--- config.mk ---
export PLATFORM = sky130hd
export DESIGN_NAME = riscv_decode_stage_flat
export DESIGN_NICKNAME = d
export VERILOG_FILES = /design/src/rtl/riscv_decode_stage_if.sv /design/src/rtl/riscv_decode_stage.sv /design/src/flat_wrapper.sv
export SDC_FILE = /design/constraint.sdc
export NUM_CORES = 1
export LEC_CHECK = 0
export ABC_AREA = 1
export BUFFER_PORTS_ARGS = -buffer_cell sky130_fd_sc_hd__buf_2
export CORE_UTILIZATION = 53
export CTS_BUF_LIST = sky130_fd_sc_hd__clkbuf_4 sky130_fd_sc_hd__clkbuf_8
export CTS_CLUSTER_DIAMETER = 150
export DETAILED_ROUTE_END_ITERATION = 8
export PLACE_DENSITY = 0.82
export SLEW_MARGIN = 10
export SYNTH_ARGS = -nofsm -noshare
export SYNTH_HDL_FRONTEND = slang
export SYNTH_SLANG_ARGS = --single-unit
export TNS_END_PERCENT = 1
--- constraint.sdc ---
create_clock -name clk_in -period 1.8 [get_ports clk_in]
set_input_delay 0.36 -clock clk_in [delete_from_list [all_inputs] [get_ports clk_in]]
set_output_delay 0.36 -clock clk_in [all_outputs]
set_load 0.05 [all_outputs]
--- src/rtl/riscv_decode_stage_if.sv ---
// riscv_decode_stage_if
//   Groups the upstream instruction handshake, the flush request and the
//   downstream decoded-bundle handshake of the decode stage.
//   master : instruction source / bundle consumer (drives *_in signals)
//   slave  : the decode stage itself (drives *_out signals)
//   Upstream   : inst_valid_in, inst_ready_out, inst_in, pc_in, flush_in
//   Downstream : dec_valid_out, dec_ready_in, rd/rs1/rs2_out, imm_out, op_out,
//                rd_we_out, rs1_used_out, rs2_used_out, illegal_out, pc_out
interface riscv_decode_stage_if #(
  parameter int PC_WIDTH = 32
);
  logic                flush_in;
  logic                inst_valid_in;
  logic                inst_ready_out;
  logic [31:0]         inst_in;
  logic [PC_WIDTH-1:0] pc_in;
  logic                dec_valid_out;
  logic                dec_ready_in;
  logic [4:0]          rd_out;
  logic [4:0]          rs1_out;
  logic [4:0]          rs2_out;
  logic [31:0]         imm_out;
  logic [6:0]          op_out;
  logic                rd_we_out;
  logic                rs1_used_out;
  logic                rs2_used_out;
  logic                illegal_out;
  logic [PC_WIDTH-1:0] pc_out;

  modport master (
    output flush_in, inst_valid_in, inst_in, pc_in, dec_ready_in,
    input  inst_ready_out, dec_valid_out, rd_out, rs1_out, rs2_out, imm_out,
           op_out, rd_we_out, rs1_used_out, rs2_used_out, illegal_out, pc_out
  );

  modport slave (
    input  flush_in, inst_valid_in, inst_in, pc_in, dec_ready_in,
    output inst_ready_out, dec_valid_out, rd_out, rs1_out, rs2_out, imm_out,
           op_out, rd_we_out, rs1_used_out, rs2_used_out, illegal_out, pc_out
  );
endinterface

--- src/rtl/riscv_decode_stage.sv ---
// riscv_decode_stage
//   Single-slot registered RV32I(+M) decode stage with valid/ready handshake.
//   An instruction accepted on one edge appears decoded on the outputs after
//   that edge; the slot holds while downstream stalls and can be refilled in
//   the same edge it is consumed. flush_in empties the slot and drops the
//   instruction offered in that cycle.
//   Ports:
//     clk_in   : clock, rising edge
//     rst_n_in : asynchronous active-low reset
//     bus      : riscv_decode_stage_if.slave (handshakes, instruction, bundle)

`ifndef RISCV_DEFS_SV
`define RISCV_DEFS_SV
`define LUI     7'd1
`define AUIPC   7'd2
`define JAL     7'd3
`define JALR    7'd4
`define BEQ     7'd5
`define BNE     7'd6
`define BLT     7'd7
`define BGE     7'd8
`define BLTU    7'd9
`define BGEU    7'd10
`define LB      7'd11
`define LH      7'd12
`define LW      7'd13
`define LBU     7'd14
`define LHU     7'd15
`define SB      7'd16
`define SH      7'd17
`define SW      7'd18
`define ADDI    7'd19
`define SLTI    7'd20
`define SLTIU   7'd21
`define XORI    7'd22
`define ORI     7'd23
`define ANDI    7'd24
`define SLLI    7'd25
`define SRLI    7'd26
`define SRAI    7'd27
`define ADD     7'd28
`define SUB     7'd29
`define SLL     7'd30
`define SLT     7'd31
`define SLTU    7'd32
`define XOR     7'd33
`define SRL     7'd34
`define SRA     7'd35
`define OR      7'd36
`define AND     7'd37
`define MUL     7'd38
`define MULH    7'd39
`define MULHSU  7'd40
`define MULHU   7'd41
`define DIV     7'd42
`define DIVU    7'd43
`define REM     7'd44
`define REMU    7'd45
`define FENCE   7'd46
`define ECALL   7'd47
`define EBREAK  7'd48
`define ILLEGAL 7'd127
`endif

module riscv_decode_stage #(
  parameter int ENABLE_M      = 1,
  parameter int ENABLE_SYSTEM = 1,
  parameter int PC_WIDTH      = 32
) (
  input logic                 clk_in,
  input logic                 rst_n_in,
  riscv_decode_stage_if.slave bus
);

  logic [31:0] inst_p0;
  logic [6:0]  opc_p0;
  logic [2:0]  f3_p0;
  logic [6:0]  f7_p0;

  logic               legal_p0;
  logic [6:0]         op_p0;
  logic signed [31:0] imm_p0;
  logic               has_rd_p0;
  logic               use1_p0;
  logic               use2_p0;

  logic signed [31:0] imm_i_p0, imm_s_p0, imm_b_p0, imm_u_p0, imm_j_p0;

  logic accept_p0;

  logic                vld_p1;
  logic [6:0]          op_p1;
  logic [31:0]         imm_p1;
  logic [4:0]          rd_p1, rs1_p1, rs2_p1;
  logic                rd_we_p1, use1_p1, use2_p1, illegal_p1;
  logic [PC_WIDTH-1:0] pc_p1;

  // ---- stage 0: combinational decode of the offered instruction ----
  assign inst_p0 = bus.inst_in;
  assign opc_p0  = inst_p0[6:0];
  assign f3_p0   = inst_p0[14:12];
  assign f7_p0   = inst_p0[31:25];

  assign imm_i_p0 = {{20{inst_p0[31]}}, inst_p0[31:20]};
  assign imm_s_p0 = {{20{inst_p0[31]}}, inst_p0[31:25], inst_p0[11:7]};
  assign imm_b_p0 = {{19{inst_p0[31]}}, inst_p0[31], inst_p0[7],
                     inst_p0[30:25], inst_p0[11:8], 1'b0};
  assign imm_u_p0 = {inst_p0[31:12], 12'b0};
  assign imm_j_p0 = {{11{inst_p0[31]}}, inst_p0[31], inst_p0[19:12],
                     inst_p0[20], inst_p0[30:21], 1'b0};

  // Format flags and immediate are set per opcode; legal/op only where the
  // full funct3/funct7 combination is mapped, so anything unmatched falls
  // through as illegal and gets its fields masked below.
  always_comb begin
    legal_p0  = 1'b0;
    op_p0     = `ILLEGAL;
    imm_p0    = '0;
    has_rd_p0 = 1'b0;
    use1_p0   = 1'b0;
    use2_p0   = 1'b0;
    case (opc_p0)
      7'h37: begin
        legal_p0 = 1'b1; op_p0 = `LUI; imm_p0 = imm_u_p0; has_rd_p0 = 1'b1;
      end
      7'h17: begin
        legal_p0 = 1'b1; op_p0 = `AUIPC; imm_p0 = imm_u_p0; has_rd_p0 = 1'b1;
      end
      7'h6F: begin
        legal_p0 = 1'b1; op_p0 = `JAL; imm_p0 = imm_j_p0; has_rd_p0 = 1'b1;
      end
      7'h67: begin
        imm_p0 = imm_i_p0; has_rd_p0 = 1'b1; use1_p0 = 1'b1;
        if (f3_p0 == 3'd0) begin legal_p0 = 1'b1; op_p0 = `JALR; end
      end
      7'h63: begin
        imm_p0 = imm_b_p0; use1_p0 = 1'b1; use2_p0 = 1'b1;
        case (f3_p0)
          3'd0: begin legal_p0 = 1'b1; op_p0 = `BEQ;  end
          3'd1: begin legal_p0 = 1'b1; op_p0 = `BNE;  end
          3'd4: begin legal_p0 = 1'b1; op_p0 = `BLT;  end
          3'd5: begin legal_p0 = 1'b1; op_p0 = `BGE;  end
          3'd6: begin legal_p0 = 1'b1; op_p0 = `BLTU; end
          3'd7: begin legal_p0 = 1'b1; op_p0 = `BGEU; end
          default: ;
        endcase
      end
      7'h03: begin
        imm_p0 = imm_i_p0; has_rd_p0 = 1'b1; use1_p0 = 1'b1;
        case (f3_p0)
          3'd0: begin legal_p0 = 1'b1; op_p0 = `LB;  end
          3'd1: begin legal_p0 = 1'b1; op_p0 = `LH;  end
          3'd2: begin legal_p0 = 1'b1; op_p0 = `LW;  end
          3'd4: begin legal_p0 = 1'b1; op_p0 = `LBU; end
          3'd5: begin legal_p0 = 1'b1; op_p0 = `LHU; end
          default: ;
        endcase
      end
      7'h23: begin
        imm_p0 = imm_s_p0; use1_p0 = 1'b1; use2_p0 = 1'b1;
        case (f3_p0)
          3'd0: begin legal_p0 = 1'b1; op_p0 = `SB; end
          3'd1: begin legal_p0 = 1'b1; op_p0 = `SH; end
          3'd2: begin legal_p0 = 1'b1; op_p0 = `SW; end
          default: ;
        endcase
      end
      7'h13: begin
        imm_p0 = imm_i_p0; has_rd_p0 = 1'b1; use1_p0 = 1'b1;
        case (f3_p0)
          3'd0: begin legal_p0 = 1'b1; op_p0 = `ADDI;  end
          3'd2: begin legal_p0 = 1'b1; op_p0 = `SLTI;  end
          3'd3: begin legal_p0 = 1'b1; op_p0 = `SLTIU; end
          3'd4: begin legal_p0 = 1'b1; op_p0 = `XORI;  end
          3'd6: begin legal_p0 = 1'b1; op_p0 = `ORI;   end
          3'd7: begin legal_p0 = 1'b1; op_p0 = `ANDI;  end
          3'd1: if (f7_p0 == 7'h00) begin legal_p0 = 1'b1; op_p0 = `SLLI; end
          3'd5: begin
            if (f7_p0 == 7'h00) begin legal_p0 = 1'b1; op_p0 = `SRLI; end
            else if (f7_p0 == 7'h20) begin legal_p0 = 1'b1; op_p0 = `SRAI; end
          end
          default: ;
        endcase
      end
      7'h33: begin
        has_rd_p0 = 1'b1; use1_p0 = 1'b1; use2_p0 = 1'b1;
        if (f7_p0 == 7'h00) begin
          legal_p0 = 1'b1;
          case (f3_p0)
            3'd0: op_p0 = `ADD;
            3'd1: op_p0 = `SLL;
            3'd2: op_p0 = `SLT;
            3'd3: op_p0 = `SLTU;
            3'd4: op_p0 = `XOR;
            3'd5: op_p0 = `SRL;
            3'd6: op_p0 = `OR;
            default: op_p0 = `AND;
          endcase
        end else if (f7_p0 == 7'h20) begin
          if (f3_p0 == 3'd0) begin legal_p0 = 1'b1; op_p0 = `SUB; end
          else if (f3_p0 == 3'd5) begin legal_p0 = 1'b1; op_p0 = `SRA; end
        end else if (f7_p0 == 7'h01 && ENABLE_M != 0) begin
          legal_p0 = 1'b1;
          case (f3_p0)
            3'd0: op_p0 = `MUL;
            3'd1: op_p0 = `MULH;
            3'd2: op_p0 = `MULHSU;
            3'd3: op_p0 = `MULHU;
            3'd4: op_p0 = `DIV;
            3'd5: op_p0 = `DIVU;
            3'd6: op_p0 = `REM;
            default: op_p0 = `REMU;
          endcase
        end
      end
      7'h0F: begin
        // FENCE carries pred/succ in its I-immediate; rd/rs1 are reserved.
        imm_p0 = imm_i_p0;
        if (ENABLE_SYSTEM != 0 && f3_p0 == 3'd0) begin
          legal_p0 = 1'b1; op_p0 = `FENCE;
        end
      end
      7'h73: begin
        if (ENABLE_SYSTEM != 0 && f3_p0 == 3'd0) begin
          if (inst_p0[31:20] == 12'd0) begin legal_p0 = 1'b1; op_p0 = `ECALL; end
          else if (inst_p0[31:20] == 12'd1) begin legal_p0 = 1'b1; op_p0 = `EBREAK; end
        end
      end
      default: ;
    endcase
  end

  assign bus.inst_ready_out = !vld_p1 || bus.dec_ready_in;
  assign accept_p0 = bus.inst_valid_in && bus.inst_ready_out && !bus.flush_in;

  // ---- stage 1: registered bundle slot ----
  always_ff @(posedge clk_in or negedge rst_n_in) begin
    if (!rst_n_in) begin
      vld_p1     <= 1'b0;
      op_p1      <= '0;
      imm_p1     <= '0;
      rd_p1      <= '0;
      rs1_p1     <= '0;
      rs2_p1     <= '0;
      rd_we_p1   <= 1'b0;
      use1_p1    <= 1'b0;
      use2_p1    <= 1'b0;
      illegal_p1 <= 1'b0;
      pc_p1      <= '0;
    end else begin
      if (bus.flush_in)          vld_p1 <= 1'b0;
      else if (accept_p0)        vld_p1 <= 1'b1;
      else if (bus.dec_ready_in) vld_p1 <= 1'b0;

      if (accept_p0) begin
        op_p1      <= op_p0;
        imm_p1     <= legal_p0 ? imm_p0 : 32'd0;
        rd_p1      <= (legal_p0 && has_rd_p0) ? inst_p0[11:7]  : 5'd0;
        rs1_p1     <= (legal_p0 && use1_p0)   ? inst_p0[19:15] : 5'd0;
        rs2_p1     <= (legal_p0 && use2_p0)   ? inst_p0[24:20] : 5'd0;
        rd_we_p1   <= legal_p0 && has_rd_p0 && (inst_p0[11:7] != 5'd0);
        use1_p1    <= legal_p0 && use1_p0;
        use2_p1    <= legal_p0 && use2_p0;
        illegal_p1 <= !legal_p0;
        pc_p1      <= bus.pc_in;
      end
    end
  end

  assign bus.dec_valid_out = vld_p1;
  assign bus.op_out        = op_p1;
  assign bus.imm_out       = imm_p1;
  assign bus.rd_out        = rd_p1;
  assign bus.rs1_out       = rs1_p1;
  assign bus.rs2_out       = rs2_p1;
  assign bus.rd_we_out     = rd_we_p1;
  assign bus.rs1_used_out  = use1_p1;
  assign bus.rs2_used_out  = use2_p1;
  assign bus.illegal_out   = illegal_p1;
  assign bus.pc_out        = pc_p1;

endmodule

--- src/flat_wrapper.sv ---
// flat-port wrapper written by rule: the top's interface ports become plain ports
module riscv_decode_stage_flat 
#(
  parameter int ENABLE_M      = 1,
  parameter int ENABLE_SYSTEM = 1,
  parameter int PC_WIDTH      = 32
)
  (clk_in, rst_n_in, bus_flush_in, bus_inst_valid_in, bus_inst_in, bus_pc_in, bus_dec_ready_in, bus_inst_ready_out, bus_dec_valid_out, bus_rd_out, bus_rs1_out, bus_rs2_out, bus_imm_out, bus_op_out, bus_rd_we_out, bus_rs1_used_out, bus_rs2_used_out, bus_illegal_out, bus_pc_out);
  riscv_decode_stage_if #(.PC_WIDTH(PC_WIDTH)) bus_i ();
  input logic clk_in;
  input logic rst_n_in;
  input wire logic [$bits(bus_i.flush_in)-1:0] bus_flush_in;
  input wire logic [$bits(bus_i.inst_valid_in)-1:0] bus_inst_valid_in;
  input wire logic [$bits(bus_i.inst_in)-1:0] bus_inst_in;
  input wire logic [$bits(bus_i.pc_in)-1:0] bus_pc_in;
  input wire logic [$bits(bus_i.dec_ready_in)-1:0] bus_dec_ready_in;
  output wire logic [$bits(bus_i.inst_ready_out)-1:0] bus_inst_ready_out;
  output wire logic [$bits(bus_i.dec_valid_out)-1:0] bus_dec_valid_out;
  output wire logic [$bits(bus_i.rd_out)-1:0] bus_rd_out;
  output wire logic [$bits(bus_i.rs1_out)-1:0] bus_rs1_out;
  output wire logic [$bits(bus_i.rs2_out)-1:0] bus_rs2_out;
  output wire logic [$bits(bus_i.imm_out)-1:0] bus_imm_out;
  output wire logic [$bits(bus_i.op_out)-1:0] bus_op_out;
  output wire logic [$bits(bus_i.rd_we_out)-1:0] bus_rd_we_out;
  output wire logic [$bits(bus_i.rs1_used_out)-1:0] bus_rs1_used_out;
  output wire logic [$bits(bus_i.rs2_used_out)-1:0] bus_rs2_used_out;
  output wire logic [$bits(bus_i.illegal_out)-1:0] bus_illegal_out;
  output wire logic [$bits(bus_i.pc_out)-1:0] bus_pc_out;
  assign bus_i.flush_in = bus_flush_in;
  assign bus_i.inst_valid_in = bus_inst_valid_in;
  assign bus_i.inst_in = bus_inst_in;
  assign bus_i.pc_in = bus_pc_in;
  assign bus_i.dec_ready_in = bus_dec_ready_in;
  assign bus_inst_ready_out = bus_i.inst_ready_out;
  assign bus_dec_valid_out = bus_i.dec_valid_out;
  assign bus_rd_out = bus_i.rd_out;
  assign bus_rs1_out = bus_i.rs1_out;
  assign bus_rs2_out = bus_i.rs2_out;
  assign bus_imm_out = bus_i.imm_out;
  assign bus_op_out = bus_i.op_out;
  assign bus_rd_we_out = bus_i.rd_we_out;
  assign bus_rs1_used_out = bus_i.rs1_used_out;
  assign bus_rs2_used_out = bus_i.rs2_used_out;
  assign bus_illegal_out = bus_i.illegal_out;
  assign bus_pc_out = bus_i.pc_out;
  riscv_decode_stage #(.ENABLE_M(ENABLE_M), .ENABLE_SYSTEM(ENABLE_SYSTEM), .PC_WIDTH(PC_WIDTH)) u_core (.clk_in(clk_in), .rst_n_in(rst_n_in), .bus(bus_i));
endmodule
# Word-level counts from Yosys, hierarchy flattened
# Cells that the tools add are included.
# word_totals
regBits	91
inputBits	69
word_cells	106
# op_classes
eq_ne	21
n_mux	48
reduce_logical	26
# ops
operator	n
$pmux 32 s5	1
$mux 7	13
$pmux 7 s11	1
$pmux 7 s8	1
$pmux 6 s7	1
$pmux 7 s6	1
$pmux 7 s5	1
$mux 32	1
$eq 7x6->1 const B	4
$eq 7x7->1 const B	4
$pmux 4 s7	1
$mux 1	21
$pmux 7 s3	1
$reduce_or 6->1	3
$mux 5	3
$eq 7x5->1 const B	2
$eq 12x1->1 const B	1
$eq 3x3->1 const B	4
$logic_not 12->1	1
$reduce_or 3->1	3
$pmux 1 s8	1
$eq 7x1->1 const B	1
$eq 7x2->1 const B	1
$eq 7x4->1 const B	1
14 further kinds	23

# Longest topological paths before layout
# Gate-level depths: netlist of run 1.
# depth
depth_word	8
mapped_depth	12
mapped_depth_nobuf	12

# Worst setup path after synthesis of run 1
# OpenSTA, ideal clock, no wires.
# synth_path
path_type	reg-to-reg
startpoint	register u_core.vld_p1, in the netlist u_core.bus.dec_valid_out
endpoint	register u_core.imm_p1[10], in the netlist u_core.bus.imm_out[10]
t_arrival_ns	1.985
t_required_ns	1.717
slack_ns	-0.268
path_stages_with_launch	7
path_buffers	2
synth_period_minus_slack_ns	2.068
path_cell_list	dfrtp_1 > nand2_1 > nand2_1 > clkbuf_1 > clkbuf_1 > nand2_1 > o21ai_0
# synth_between
elab_chain_cells	4
# synth_rtl
element	line	rtl
from (decl)	riscv_decode_stage.sv:91	logic vld_p1;
from (signal assigned)	riscv_decode_stage.sv:239	vld_p1 <= 1'b0;
from (signal assigned)	riscv_decode_stage.sv:251	if (bus.flush_in) vld_p1 <= 1'b0;
from (signal assigned)	riscv_decode_stage.sv:252	else if (accept_p0) vld_p1 <= 1'b1;
$logic_not 1->1	riscv_decode_stage.sv:233	assign bus.inst_ready_out = !vld_p1 || bus.dec_ready_in;
$logic_or 1x1->1	riscv_decode_stage.sv:233	
via bus_inst_ready_out	flat_wrapper.sv:17	output wire logic [$bits(bus_i.inst_ready_out)-1:0] bus_inst_ready_out;
$logic_and 1x1->1 (2 in series)	riscv_decode_stage.sv:234	assign accept_p0 = bus.inst_valid_in && bus.inst_ready_out && !bus.flush_in;
to (signal assigned)	riscv_decode_stage.sv:257	imm_p1 <= legal_p0 ? imm_p0 : 32'd0;
to (decl)	riscv_decode_stage.sv:93	logic [31:0] imm_p1;
# The timed path passes the listed nets, and every way through them passes these cells.
# A chain may end at the register's enable or synchronous reset.

# Final worst setup path of run 1
# layout_path
startpoint	register u_core.vld_p1, in the netlist u_core.bus.dec_valid_out
endpoint	register u_core.imm_p1[27], in the netlist u_core.bus.imm_out[27]
# layout_between
elab_chain_cells	4
# layout_rtl
element	line
$logic_not 1->1	riscv_decode_stage.sv:233
$logic_or 1x1->1	riscv_decode_stage.sv:233
$logic_and 1x1->1 (2 in series)	riscv_decode_stage.sv:234
# Every way passes these cells.

==> impl_summary.txt, run 1 <==
----------------------------------------------------
[Run status]
  Outcome ... finished, final reports clean

[Timing]
  Shortest clock period the worst path allows after layout ... around 1.6 ns
  Setup skew after layout ... just under 0.01 ns
  Setup violation total in the final timing report ... 0
  Worst-case headroom to the max-slew limit ... between 60% and 70%
  Hold slack final ... around 0.15 ns
  Max Freq ... between 0.6 and 0.7 GHz
  Unrepaired setup endpoints after global routing ... no
  Transition time at the pin with the least slew margin ... between 0.4 and 0.5 ns
  Final hold violations ... 0
  Min setup slack post-route ... between 0.15 and 0.2 ns
  Share of the clock period used by the worst path after layout ... 90.1%
  Count of pins over their slew limit ... 0

[Worst setup path]
  Startpoint type of the worst setup path ... flop
  Timing startpoint of the critical path ... u_core.bus.dec_valid_out$_DFFE_PN0P_
  Kind of capture point of the worst setup path ... flop
  Setup Crit Path Kind ... reg2reg
  Critical Path Fanout Max ... 21
  Cell mode on critical path ... sky130_fd_sc_hd__nand2_1
  Arr. time, crit path ... 1.93 ns
  Required time of the critical path ... roughly 2.1 ns
  Slowest stage cell on the critical path ... sky130_fd_sc_hd__dfrtp_2
  Crit Reg-Reg Startpoint ... u_core.bus.dec_valid_out$_DFFE_PN0P_
  List of cells traversed by the critical path ... nand2_2 > nand2_2 > inv_2 > buf_12 > nand3_1 > nand2_1 > nand2_1 > nand2_1
  Maximum single-stage delay on the critical path ... 0.41 ns

[Die]
  Number of top-level design ports ... 161
  Die boundary height ... roughly 99 um
  Total core area ... around 8900 um^2
  X dimension of the die ... between 90 and 100 um
  Initial core utilization ... a little under three fifths
  Area enclosed by the die boundary ... roughly 9800 um^2
  Cell row count ... 34

[Routing]
  Remaining antenna violation count after routing ... 0
  DRC marker count from the first detailed-route iteration ... around 310
  TritonRoute pass-1 iters ... 7
  Wire length per cell after detailed routing ... approximately 15 um
  Detailed-route wire length ... 15.3 mm
  Via total after detailed routing ... around 5400
  DRC viols ... 0
  Via-to-Cell Ratio ... approximately 5.3

[GRT]
  Number of global-route vias before repair ... approximately 5300
  Global-route usage over all layers ... 32.7%
  Wire length of the first global-routing pass ... roughly 25 mm
  Number of antenna violations at the first check in global routing ... 0
  Largest net degree at the start of global routing ... 70
  Overflow after GRT ... 0

[Pwr]
  Worst ir drop on vdd ... roughly 0.46 mV
  Cell leakage power ... 3.99 nW
  Power per cell area ... 761 nW/um^2
  Total chip power ... between 4 and 5 mW

[Clock network]
  Clock latency of the later-clocked register in the worst-skew pair ... 0.36 ns
  Library cell used as clock root buffer ... sky130_fd_sc_hd__clkbuf_8
  Number of clock sinks ... 91
  Setup Buffers After CTS ... 0
  Clock Tree Buf Depth ... 2
  CTS buffer count ... 9
  TritonCTS clock tree ... yes
  Htree depth ... 3
  CTS clk-pin slew, worst paths ... 0.10 ns

[Yosys]
  Average instance area after synthesis ... just over 7 um^2
  FFs w/ async S/R, synth ... 100%
  Netlist area before placement ... 4970 um^2
  Top cell type's share of synthesized area ... 45.8%
  Seq/Total Area, Yosys ... 45.8%
  Top cell type by total area after synthesis ... sky130_fd_sc_hd__dfrtp_1
  Number of warning messages in the yosys log ... 0
  Most frequent cell after synthesis ... sky130_fd_sc_hd__nand2_1
  Synth Register Bits ... 91
  Ys flop type ... sky130_fd_sc_hd__dfrtp_1
  Number of enable flip-flop cells after synthesis ... 0
  Post-synth cell types ... 27
  Most frequent cells after synthesis ... sky130_fd_sc_hd__nand2_1, sky130_fd_sc_hd__dfrtp_1, sky130_fd_sc_hd__nand3_1, sky130_fd_sc_hd__nor2_1, sky130_fd_sc_hd__inv_1
  Synthesized netlist net count ... around 770
  Instance count of the mapped netlist ... 700
  Synth top area cells ... sky130_fd_sc_hd__dfrtp_1, sky130_fd_sc_hd__nand2_1, sky130_fd_sc_hd__nand3_1

[Run]
  Max Cap Violations ... 0

[Hold path]
  Min-Delay Startpoint ... bus_flush_in
  Worst hold-check path type ... in2reg

[Cells and area]
  Count of non-filler cells in the finished layout ... 1020
  Synth-to-Final Area Change ... 31.9%
  Number of antenna cells inserted ... 0
  Share of layout cells above drive strength 1 ... a little under a third
  Final layout net count ... 976
  Post-layout utilization of the core ... around three quarters

[Placed design]
  Last weighted congestion value of the routability-driven placer ... between 0.9 and 1
  Worst slack at placement ... -0.240 ns
  Number of input and output port buffers inserted ... 160
  Half-perimeter wire length after detailed placement ... around 12 mm
  Cell count after placement ... roughly 1000

----------------------------------------------------
-- sequential cells by signal, indices dropped and copies added (netlist names), 5 cells and up --
register	count
u_core.bus.op_out	7
u_core.bus.imm_out	32
u_core.bus.rs2_out	5
u_core.bus.rd_out	5
u_core.bus.rs1_out	5
u_core.bus.pc_out	32
-- area by class of cell --
cell class	count	area [um^2]
Multi-Input combinational cell	530	2360
Fill cell	717	2340
Sequential cell	91	2280
Timing Repair Buffer	220	1360
Inverter	55	206
Clock buffer	10	138
Tap cell	108	135
Clock inverter	6	77.6
-- through the flow --
step	cell area (um^2)	setup TNS (ns)
final	6550	0
after global routing	6550	0
after CTS	6550	0
after detailed placement	6320	-3.62
after global placement	6320	-2.00
after floorplan	4970	0
-- final timing paths --
check,slack [ns],cells after the start,to
min in group asynchronous,0.48,2,u_core.bus.rs1_out[2]$_DFFE_PN0P_
worst max-delay path,0.18,8,u_core.bus.imm_out[27]$_DFFE_PN0P_
worst min register to register,0.48,2,u_core.bus.pc_out[2]$_DFFE_PN0P_
worst min-delay path,0.15,2,u_core.bus.dec_valid_out$_DFFE_PN0P_
max in group asynchronous,0.76,3,u_core.bus.dec_valid_out$_DFFE_PN0P_
worst max register to register,0.18,8,u_core.bus.imm_out[27]$_DFFE_PN0P_
-- power breakdown --
group          total [mW]  internal [mW]  switching (mW)
sequential           2.23           2.17          0.0629
clock                1.53          0.710           0.819
combinational        1.22          0.325           0.898
-- metal layers --
metal / share of wire, % / global-route usage (%)
met4: 2.4 / 10.7
met2: 47 / 55.5
met3: 8.7 / 7.66
met5: 0 / 0
met1: 42 / 41.3
-- cell usage in the layout (no fill, tap or decap) --
cell                              n
sky130_fd_sc_hd__nand2_4          3
sky130_fd_sc_hd__or2_2            4
sky130_fd_sc_hd__nand3_2          3
sky130_fd_sc_hd__bufinv_16        1
sky130_fd_sc_hd__nor3_1           2
sky130_fd_sc_hd__o21ai_0         20
sky130_fd_sc_hd__buf_4           52
sky130_fd_sc_hd__nand3_1         72
sky130_fd_sc_hd__nor4_1           1
sky130_fd_sc_hd__nand4_4          1
sky130_fd_sc_hd__inv_8            2
sky130_fd_sc_hd__clkinvlp_4       1
sky130_fd_sc_hd__a21oi_1          7
sky130_fd_sc_hd__dfrtp_1         90
sky130_fd_sc_hd__nand2_1        312
sky130_fd_sc_hd__dlygate4sd3_1    1
sky130_fd_sc_hd__o2111ai_1        1
sky130_fd_sc_hd__nand3b_4         1
sky130_fd_sc_hd__buf_2          159
sky130_fd_sc_hd__dfrtp_2          1
sky130_fd_sc_hd__nor2_8           1
sky130_fd_sc_hd__buf_12           8
sky130_fd_sc_hd__inv_1           47
sky130_fd_sc_hd__clkbuf_8        10
sky130_fd_sc_hd__nand2_2          8
sky130_fd_sc_hd__nor2_4           7
sky130_fd_sc_hd__nor2_1          62
sky130_fd_sc_hd__o22ai_1          5
sky130_fd_sc_hd__a22oi_1          1
sky130_fd_sc_hd__nor2_2           6
sky130_fd_sc_hd__nand4_1         13
sky130_fd_sc_hd__inv_6            2
sky130_fd_sc_hd__inv_2            8
-- worst max-delay path, delay by kind of cell, from the launching register on --
kind,cells,cell delay [ns]
and+or+nand+nor,6,0.61
buffers and inverters,2,0.53
DFF,1,0.41
-- cells by family (layout without fill, tap and decap cells) --
| logic type | after synthesis | count (layout) | synth area share (%) |
|---|---|---|---|
| compound gates | 34 | 34 | 3.68 |
| buf+inv | 79 | 291 | 6.83 |
| flops | 91 | 91 | 45.8 |
| simple gates | 496 | 496 | 43.7 |
-- timing repair --
item,4_1_cts,5_1_grt
hold buffers,1,0
resized for setup,0,1
setup endpoints to repair,0,2
endpoints found under the hold margin,28,0
(Power assumes the default switching activity.)
==> run 2, diff against run 1 <==
--- a/config.mk
+++ b/config.mk
@@ -6,7 +6,7 @@
 export NUM_CORES = 1
 export LEC_CHECK = 0
 export ABC_AREA = 1
-export BUFFER_PORTS_ARGS = -buffer_cell sky130_fd_sc_hd__buf_2
+export BUFFER_PORTS_ARGS = -buffer_cell sky130_fd_sc_hd__buf_4
 export CORE_UTILIZATION = 53
 export CTS_BUF_LIST = sky130_fd_sc_hd__clkbuf_4 sky130_fd_sc_hd__clkbuf_8
 export CTS_CLUSTER_DIAMETER = 150
==> impl_summary.txt, run 2 (synthesis gave the netlist of run 1 again) <==
----------------------------------------------------
[Run status]
  Outcome ... finished, final reports clean (unchanged)

[Placed design]
  Half-perimeter wire length after detailed placement ... 12.7 mm (was 11.7 mm)
  Dpl cell area ... 6610 um^2 (was 6320 um^2)
  Last weighted congestion value of the routability-driven placer ... 0.953 (was 0.948)
  Number of input and output port buffers inserted ... 160 (unchanged)
  Worst slack at placement ... -0.0588 ns (was -0.240 ns)

[Die]
  Area enclosed by the die boundary ... 9760 um^2 (unchanged)
  Die boundary height ... 98.8 um (unchanged)
  Number of top-level design ports ... 161 (unchanged)
  Cell row count ... 34 (unchanged)
  X dimension of the die ... 98.8 um (unchanged)
  Total core area ... 8890 um^2 (unchanged)
  Initial core utilization ... 55.9% (unchanged)

[Timing]
  Shortest clock period the worst path allows after layout ... 1.58 ns (was 1.62 ns)
  Count of pins over their slew limit ... 0 (unchanged)
  Worst-case headroom to the max-slew limit ... 65.2% (was 69.9%)
  Final hold violations ... 0 (unchanged)
  Max Freq ... 0.631 GHz (was 0.616 GHz)
  Transition time at the pin with the least slew margin ... 0.519 ns (was 0.451 ns)
  Setup skew after layout ... 0.0166 ns (was 0.00978 ns)
  Setup violation total in the final timing report ... 0 (unchanged)
  Min setup slack post-route ... 0.216 ns (was 0.177 ns)
  Share of the clock period used by the worst path after layout ... 88.0% (was 90.1%)
  Unrepaired setup endpoints after global routing ... no (unchanged)

[Worst setup path]
  Maximum single-stage delay on the critical path ... 0.42 ns (was 0.41 ns)
  Critical Path Fanout Max ... 31 (was 21)
  Startpoint type of the worst setup path ... flop (unchanged)
  Arr. time, crit path ... 1.88 ns (was 1.93 ns)
  Slowest stage cell on the critical path ... sky130_fd_sc_hd__dfrtp_2 (unchanged)
  Required time of the critical path ... 2.10 ns (about the same)
  Setup Crit Path Kind ... reg2reg (unchanged)
  List of cells traversed by the critical path ... nand2_2 > nand2_2 > inv_2 > buf_4 > nand2_1 > nand2_1 (was nand2_2 > nand2_2 > inv_2 > buf_12 > nand3_1 > nand2_1 > nand2_1 > nand2_1)
  Kind of capture point of the worst setup path ... flop (unchanged)

[Cells and area]
  Share of layout cells above drive strength 1 ... 29.8% (was 30.5%)
  Most used cells in the layout excluding fill and tap cells ... sky130_fd_sc_hd__nand2_1, sky130_fd_sc_hd__buf_4, sky130_fd_sc_hd__dfrtp_1 (was sky130_fd_sc_hd__nand2_1, sky130_fd_sc_hd__buf_2, sky130_fd_sc_hd__dfrtp_1)
  Post-route cell area ... 6820 um^2 (was 6550 um^2)
  Final layout net count ... 968 (was 976)
  Leading cell type in the layout, fill and taps excluded ... sky130_fd_sc_hd__nand2_1 (unchanged)
  Number of antenna cells inserted ... 0 (unchanged)
  Synth-to-Final Area Change ... 37.2% (was 31.9%)

[Pwr]
  Part of the total power dissipated in combinational logic ... 26.8% (was 24.5%)
  Cell leakage power ... 3.99 nW (about the same)
  Power per cell area ... 725 nW/um^2 (was 761 nW/um^2)
  Internal power consumption ... 3.16 mW (was 3.21 mW)
  Part of the power in the clock network ... 27.8% (was 30.7%)
  Reg power frac ... 45.4% (was 44.8%)
  Total net switching power ... 1.78 mW (about the same)
  Proportion of total power due to net switching ... 36.0% (was 35.7%)
  Worst ir drop on vdd ... 0.474 mV (was 0.464 mV)

[Routing]
  Via-to-Cell Ratio ... 5.42 (was 5.31)
  Remaining antenna violation count after routing ... 0 (unchanged)
  Wire length per cell after detailed routing ... 15.9 um (was 15.0 um)
  Detailed-route wire length ... 16.1 mm (was 15.3 mm)
  Via total after detailed routing ... 5484 (was 5419)
  DRC viols ... 0 (unchanged)
  DRC marker count from the first detailed-route iteration ... 453 (was 307)
  TritonRoute pass-1 iters ... 5 (was 7)

[Clock network]
  Number of clock sinks ... 91 (unchanged)
  Clock latency of the later-clocked register in the worst-skew pair ... 0.37 ns (was 0.36 ns)
  CTS buffer count ... 9 (unchanged)
  Library cell used as clock root buffer ... sky130_fd_sc_hd__clkbuf_8 (unchanged)
  Setup Buffers After CTS ... 0 (unchanged)
  Htree depth ... 3 (unchanged)
  Clock Tree Buf Depth ... 2 (unchanged)
  TritonCTS clock tree ... yes (unchanged)
  CTS clk-pin slew, worst paths ... 0.11 ns (was 0.10 ns)
  Number of instances resized during post-cts repair ... 0 (unchanged)
  Number of hold buffers added after cts ... 1 (unchanged)

[GRT]
  Wire length of the first global-routing pass ... 25.7 mm (was 25.0 mm)
  Largest net degree at the start of global routing ... 38 (was 70)
  Global-route usage over all layers ... 33.8% (was 32.7%)
  Number of antenna violations at the first check in global routing ... 0 (unchanged)
  Overflow after GRT ... 0 (unchanged)
  Number of global-route vias before repair ... 5216 (was 5313)

[Run]
  Max Cap Violations ... 0 (unchanged)

[Hold path]
  Worst hold-check path type ... in2reg (unchanged)

----------------------------------------------------
run 2: changes by cell type in the layout (fill, tap and decap cells not counted), sizes merged:
cell and delta:
bufinv -1, buf -8, inv -2, clkinv +3
run 2: power groups by stage:
stage	logic (mW)	registers, mW	clock network [mW]
6_report	1.32	2.25	1.37
5_1_grt	1.40	2.26	1.46
4_1_cts	1.32	2.24	1.39
3_5_place_dp	1.32	2.28	0
3_3_place_gp	1.29	2.28	0
2_1_floorplan	0.314	2.74	0
run 2: worst paths after layout:
| check | from | cells after the start | end | slack (ns) |
|---|---|---|---|---|
| max | u_core.bus.dec_valid_out$_DFFE_PN0P_ | 6 | u_core.bus.pc_out[14]$_DFFE_PN0P_ | 0.22 |
| min | bus_flush_in | 2 | u_core.bus.dec_valid_out$_DFFE_PN0P_ | 0.13 |
| max reg2reg | u_core.bus.dec_valid_out$_DFFE_PN0P_ | 6 | u_core.bus.pc_out[14]$_DFFE_PN0P_ | 0.22 |
| min reg2reg | u_core.bus.pc_out[9]$_DFFE_PN0P_ | 2 | u_core.bus.pc_out[9]$_DFFE_PN0P_ | 0.49 |
| max in group asynchronous | rst_n_in | 3 | u_core.bus.pc_out[14]$_DFFE_PN0P_ | 0.76 |
| min in group asynchronous | rst_n_in | 2 | u_core.bus.rs1_out[4]$_DFFE_PN0P_ | 0.48 |
run 2: metal layers:
| layer | global-route usage (%) | vias to the layer above | share of wire [%] |
|---|---|---|---|
| met3 | 7.66 | 32 | 9.4 |
| met2 | 58.5 | 296 | 49 |
| met4 | 9.07 | 0 | 2.1 |
| met5 | 0 | - | 0 |
| met1 | 42.8 | 2566 | 40 |
| li1 | - | 2590 | - |
run 2: area by class of cell:
cell class,instances,area [um^2]
Tap cell,108,135
Timing Repair Buffer,212,1640
Clock inverter,6,58.8
Fill cell,623,2070
Inverter,55,206
Clock buffer,10,138
Multi-Input combinational cell,530,2360
Sequential cell,91,2280
run 2: worst max-delay path: cells and delay by family (launching register included):
family / cells / cell delay [ns]
buf+inv: 2 / 0.69
flops: 1 / 0.42
simple gates: 4 / 0.38
run 2: metrics by stage:
| step | total power [mW] | hold slack, ns | TNS, ns | instances | util, % |
|---|---|---|---|---|---|
| finish | 4.94 | 0.134 | 0 | 1012 | 76.7 |
| CTS | 4.96 | 0.130 | 0 | 1012 | 76.7 |
| floorplan | 3.05 | 0.0644 | 0 | 700 | - |
| global placement | 3.57 | 0.327 | -0.0150 | 995 | 74.3 |
| global route | 5.13 | 0.129 | 0 | 1012 | 76.7 |
| detailed placement | 3.60 | 0.334 | -1.21 | 995 | 74.3 |
==> run 3, diff against run 2 <==
--- a/config.mk
+++ b/config.mk
@@ -6,12 +6,12 @@
 export NUM_CORES = 1
 export LEC_CHECK = 0
 export ABC_AREA = 1
+export ABC_CLOCK_PERIOD_IN_PS = 1800
 export BUFFER_PORTS_ARGS = -buffer_cell sky130_fd_sc_hd__buf_4
-export CORE_UTILIZATION = 53
-export CTS_BUF_LIST = sky130_fd_sc_hd__clkbuf_4 sky130_fd_sc_hd__clkbuf_8
+export CORE_UTILIZATION = 51
 export CTS_CLUSTER_DIAMETER = 150
 export DETAILED_ROUTE_END_ITERATION = 8
-export PLACE_DENSITY = 0.82
+export PLACE_DENSITY = 0.79
 export SLEW_MARGIN = 10
 export SYNTH_ARGS = -nofsm -noshare
 export SYNTH_HDL_FRONTEND = slang
==> impl_summary.txt, run 3 (synthesis gave the netlist of run 1 again) <==
----------------------------------------------------
[Pwr]
  Reg power frac ... 43.2% (was 45.4%)
  Internal power consumption ... 3.41 mW (was 3.16 mW)
  Part of the power in the clock network ... 31.0% (was 27.8%)
  Cell leakage power ... 4.06 nW (was 3.99 nW)
  Part of the total power dissipated in combinational logic ... 25.8% (was 26.8%)
  Worst ir drop on vdd ... 0.512 mV (was 0.474 mV)
  Proportion of total power due to net switching ... 34.5% (was 36.0%)
  Power per cell area ... 748 nW/um^2 (was 725 nW/um^2)
  Total net switching power ... 1.80 mW (was 1.78 mW)

[Timing]
  Shortest clock period the worst path allows after layout ... 1.56 ns (was 1.58 ns)
  Final hold violations ... 0 (unchanged)
  Setup skew after layout ... 0.00968 ns (was 0.0166 ns)
  Count of pins over their slew limit ... 0 (unchanged)
  Share of the clock period used by the worst path after layout ... 86.9% (was 88.0%)
  Min setup slack post-route ... 0.235 ns (was 0.216 ns)
  Transition time at the pin with the least slew margin ... 0.511 ns (was 0.519 ns)
  Final TNS setup ... 0 ns (unchanged)
  Setup violation total in the final timing report ... 0 (unchanged)
  Unrepaired setup endpoints after global routing ... no (unchanged)
  Worst-case headroom to the max-slew limit ... 65.9% (was 65.2%)
  Max Freq ... 0.639 GHz (was 0.631 GHz)
  Hold slack final ... 0.137 ns (was 0.134 ns)

[Die]
  Area enclosed by the die boundary ... 10100 um^2 (was 9760 um^2)
  X dimension of the die ... 101 um (was 98.8 um)
  Initial core utilization ... 53.3% (was 55.9%)
  Number of top-level design ports ... 161 (unchanged)
  Cell row count ... 35 (was 34)
  Die boundary height ... 101 um (was 98.8 um)
  Total core area ... 9330 um^2 (was 8890 um^2)

[GRT]
  Wire length of the first global-routing pass ... 26.2 mm (was 25.7 mm)
  Number of antenna violations at the first check in global routing ... 0 (unchanged)
  Number of global-route vias before repair ... 5371 (was 5216)
  Overflow after GRT ... 0 (unchanged)
  Global-route usage over all layers ... 33.7% (was 33.8%)
  Largest net degree at the start of global routing ... 53 (was 38)

[Hold path]
  Worst hold-check path type ... in2reg (unchanged)
  Cells on Worst Hold Path ... 2 (unchanged)

[Clock network]
  Number of clock sinks ... 91 (unchanged)
  Library cell used as clock root buffer ... sky130_fd_sc_hd__clkbuf_8 (unchanged)
  Clock Tree Buf Depth ... 2 (unchanged)
  TritonCTS clock tree ... yes (unchanged)
  Setup Buffers After CTS ... 0 (unchanged)
  Htree depth ... 3 (unchanged)
  CTS buffer count ... 9 (unchanged)
  Clock latency of the later-clocked register in the worst-skew pair ... 0.36 ns (was 0.37 ns)
  CTS clk-pin slew, worst paths ... 0.10 ns (was 0.11 ns)

[Worst setup path]
  Worst setup path endpoint ... u_core.bus.rs1_out[4]$_DFFE_PN0P_ (was u_core.bus.pc_out[14]$_DFFE_PN0P_)
  Maximum single-stage delay on the critical path ... 0.23 ns (was 0.42 ns)
  Crit Reg-Reg Startpoint ... u_core.bus.dec_valid_out$_DFFE_PN0P_ (unchanged)
  FF-to-FF End ... u_core.bus.pc_out[17]$_DFFE_PN0P_ (was u_core.bus.pc_out[14]$_DFFE_PN0P_)
  List of cells traversed by the critical path ... buf_4 > nand2_2 > buf_12 > nor2_8 > nand2_4 > nor2_4 > nand2_1 > nand4_4 > buf_12 > nand3_1 > nand2_1 (was nand2_2 > nand2_2 > inv_2 > buf_4 > nand2_1 > nand2_1)
  Kind of capture point of the worst setup path ... flop (unchanged)
  Critical Path Fanout Max ... 18 (was 31)
  Required time of the critical path ... 2.10 ns (about the same)
  Reg2reg setup slack ... 0.24 ns (was 0.22 ns)
  R2R cell count ... 6 (unchanged)
  Startpoint type of the worst setup path ... primary input (was flop)
  Slowest stage cell on the critical path ... sky130_fd_sc_hd__nor2_4 (was sky130_fd_sc_hd__dfrtp_2)
  Setup Crit Path Kind ... in2reg (was reg2reg)
  Timing startpoint of the critical path ... bus_inst_in[1] (was u_core.bus.dec_valid_out$_DFFE_PN0P_)
  Arr. time, crit path ... 1.87 ns (was 1.88 ns)

[Routing]
  TritonRoute pass-1 iters ... 5 (unchanged)
  DRC viols ... 0 (unchanged)
  Remaining antenna violation count after routing ... 0 (unchanged)
  Via total after detailed routing ... 5432 (was 5484)
  Via-to-Cell Ratio ... 5.21 (was 5.42)
  DRC marker count from the first detailed-route iteration ... 316 (was 453)
  Detailed-route wire length ... 16.3 mm (was 16.1 mm)
  Wire length per cell after detailed routing ... 15.7 um (was 15.9 um)

[Cells and area]
  Final layout net count ... 978 (was 968)
  Synth-to-Final Area Change ... 40.1% (was 37.2%)
  Most used cells in the layout excluding fill and tap cells ... sky130_fd_sc_hd__nand2_1, sky130_fd_sc_hd__buf_4, sky130_fd_sc_hd__dfrtp_1 (unchanged)
  Leading cell type in the layout, fill and taps excluded ... sky130_fd_sc_hd__nand2_1 (unchanged)
  Count of non-filler cells in the finished layout ... 1043 (was 1012)
  Number of antenna cells inserted ... 0 (unchanged)
  Share of layout cells above drive strength 1 ... 30.4% (was 29.8%)
  Post-layout utilization of the core ... 74.6% (was 76.7%)
  Fill cell count ... 737 (was 623)

[Placed design]
  Half-perimeter wire length after detailed placement ... 12.6 mm (was 12.7 mm)
  Last weighted congestion value of the routability-driven placer ... 0.971 (was 0.953)
  Number of input and output port buffers inserted ... 160 (unchanged)
  Worst slack at placement ... -0.120 ns (was -0.0588 ns)
  Cell count after placement ... 1026 (was 995)

[Run]
  Max Cap Violations ... 0 (unchanged)

[Run status]
  Outcome ... finished, final reports clean (unchanged)

----------------------------------------------------
[run 3: cell count changes in the layout (fill, tap and decap cells not counted), sizes merged]
cell,before,now
clkinv,3,1
buf,211,221
bufinv,0,2
[run 3: metrics by stage]
stage | power, mW | instance area [um^2]
2_1_floorplan | 3.05 | 4970
3_3_place_gp | 3.59 | 6720
3_5_place_dp | 3.63 | 6720
6_report | 5.21 | 6960
4_1_cts | 5.23 | 6960
5_1_grt | 5.41 | 6960
[run 3: timing repair]
action,CTS,global route
hold buffers,1,0
gates resized for setup,0,2
endpoints found under the setup margin,0,2
hold endpoints to repair,29,0
[run 3: area by class of cell]
class	count	area (um^2)	area share (%)
multi-input combinational	530	2360	33.8
sequential	91	2280	32.7
timing repair buffer	222	1730	24.9
inverter	55	209	3.00
tap	129	161	2.32
clock buffer	10	128	1.83
clock inverter	6	96.3	1.38
[run 3: worst min-delay path by stage]
stage,from,endpoint
detailed placement,rst_n_in,u_core.bus.rs1_out[0]$_DFFE_PN0P_
global placement,rst_n_in,u_core.bus.rs1_used_out$_DFFE_PN0P_
finish,bus_flush_in,u_core.bus.dec_valid_out$_DFFE_PN0P_
CTS,bus_flush_in,u_core.bus.dec_valid_out$_DFFE_PN0P_
floorplan,rst_n_in,u_core.bus.dec_valid_out$_DFFE_PN0P_
global route,bus_flush_in,u_core.bus.dec_valid_out$_DFFE_PN0P_
[run 3: power by group through the flow]
| stage | combinational (mW) | sequential [mW] | clock (mW) |
|---|---|---|---|
| 6_report | 1.34 | 2.25 | 1.61 |
| 5_1_grt | 1.44 | 2.26 | 1.71 |
| 4_1_cts | 1.34 | 2.25 | 1.64 |
| 3_5_place_dp | 1.34 | 2.29 | 0 |
| 3_3_place_gp | 1.31 | 2.28 | 0 |
| 2_1_floorplan | 0.314 | 2.74 | 0 |
[run 3: critical path: cells and delay by family]
family,cells,cell delay (ns)
simple gates,8,1.10
buf+inv,3,0.40
[run 3: routing by layer]
| layer | routed length (um) | vias to the layer above | GRT usage, % | part of all wire [%] |
|---|---|---|---|---|
| li1 | - | 2604 | - | - |
| met1 | 6690 | 2536 | 42.9 | 41 |
| met2 | 7960 | 256 | 57.2 | 49 |
| met3 | 1310 | 36 | 6.73 | 8.0 |
| met4 | 387 | 0 | 11.8 | 2.4 |
| met5 | 0 | - | 0 | 0 |
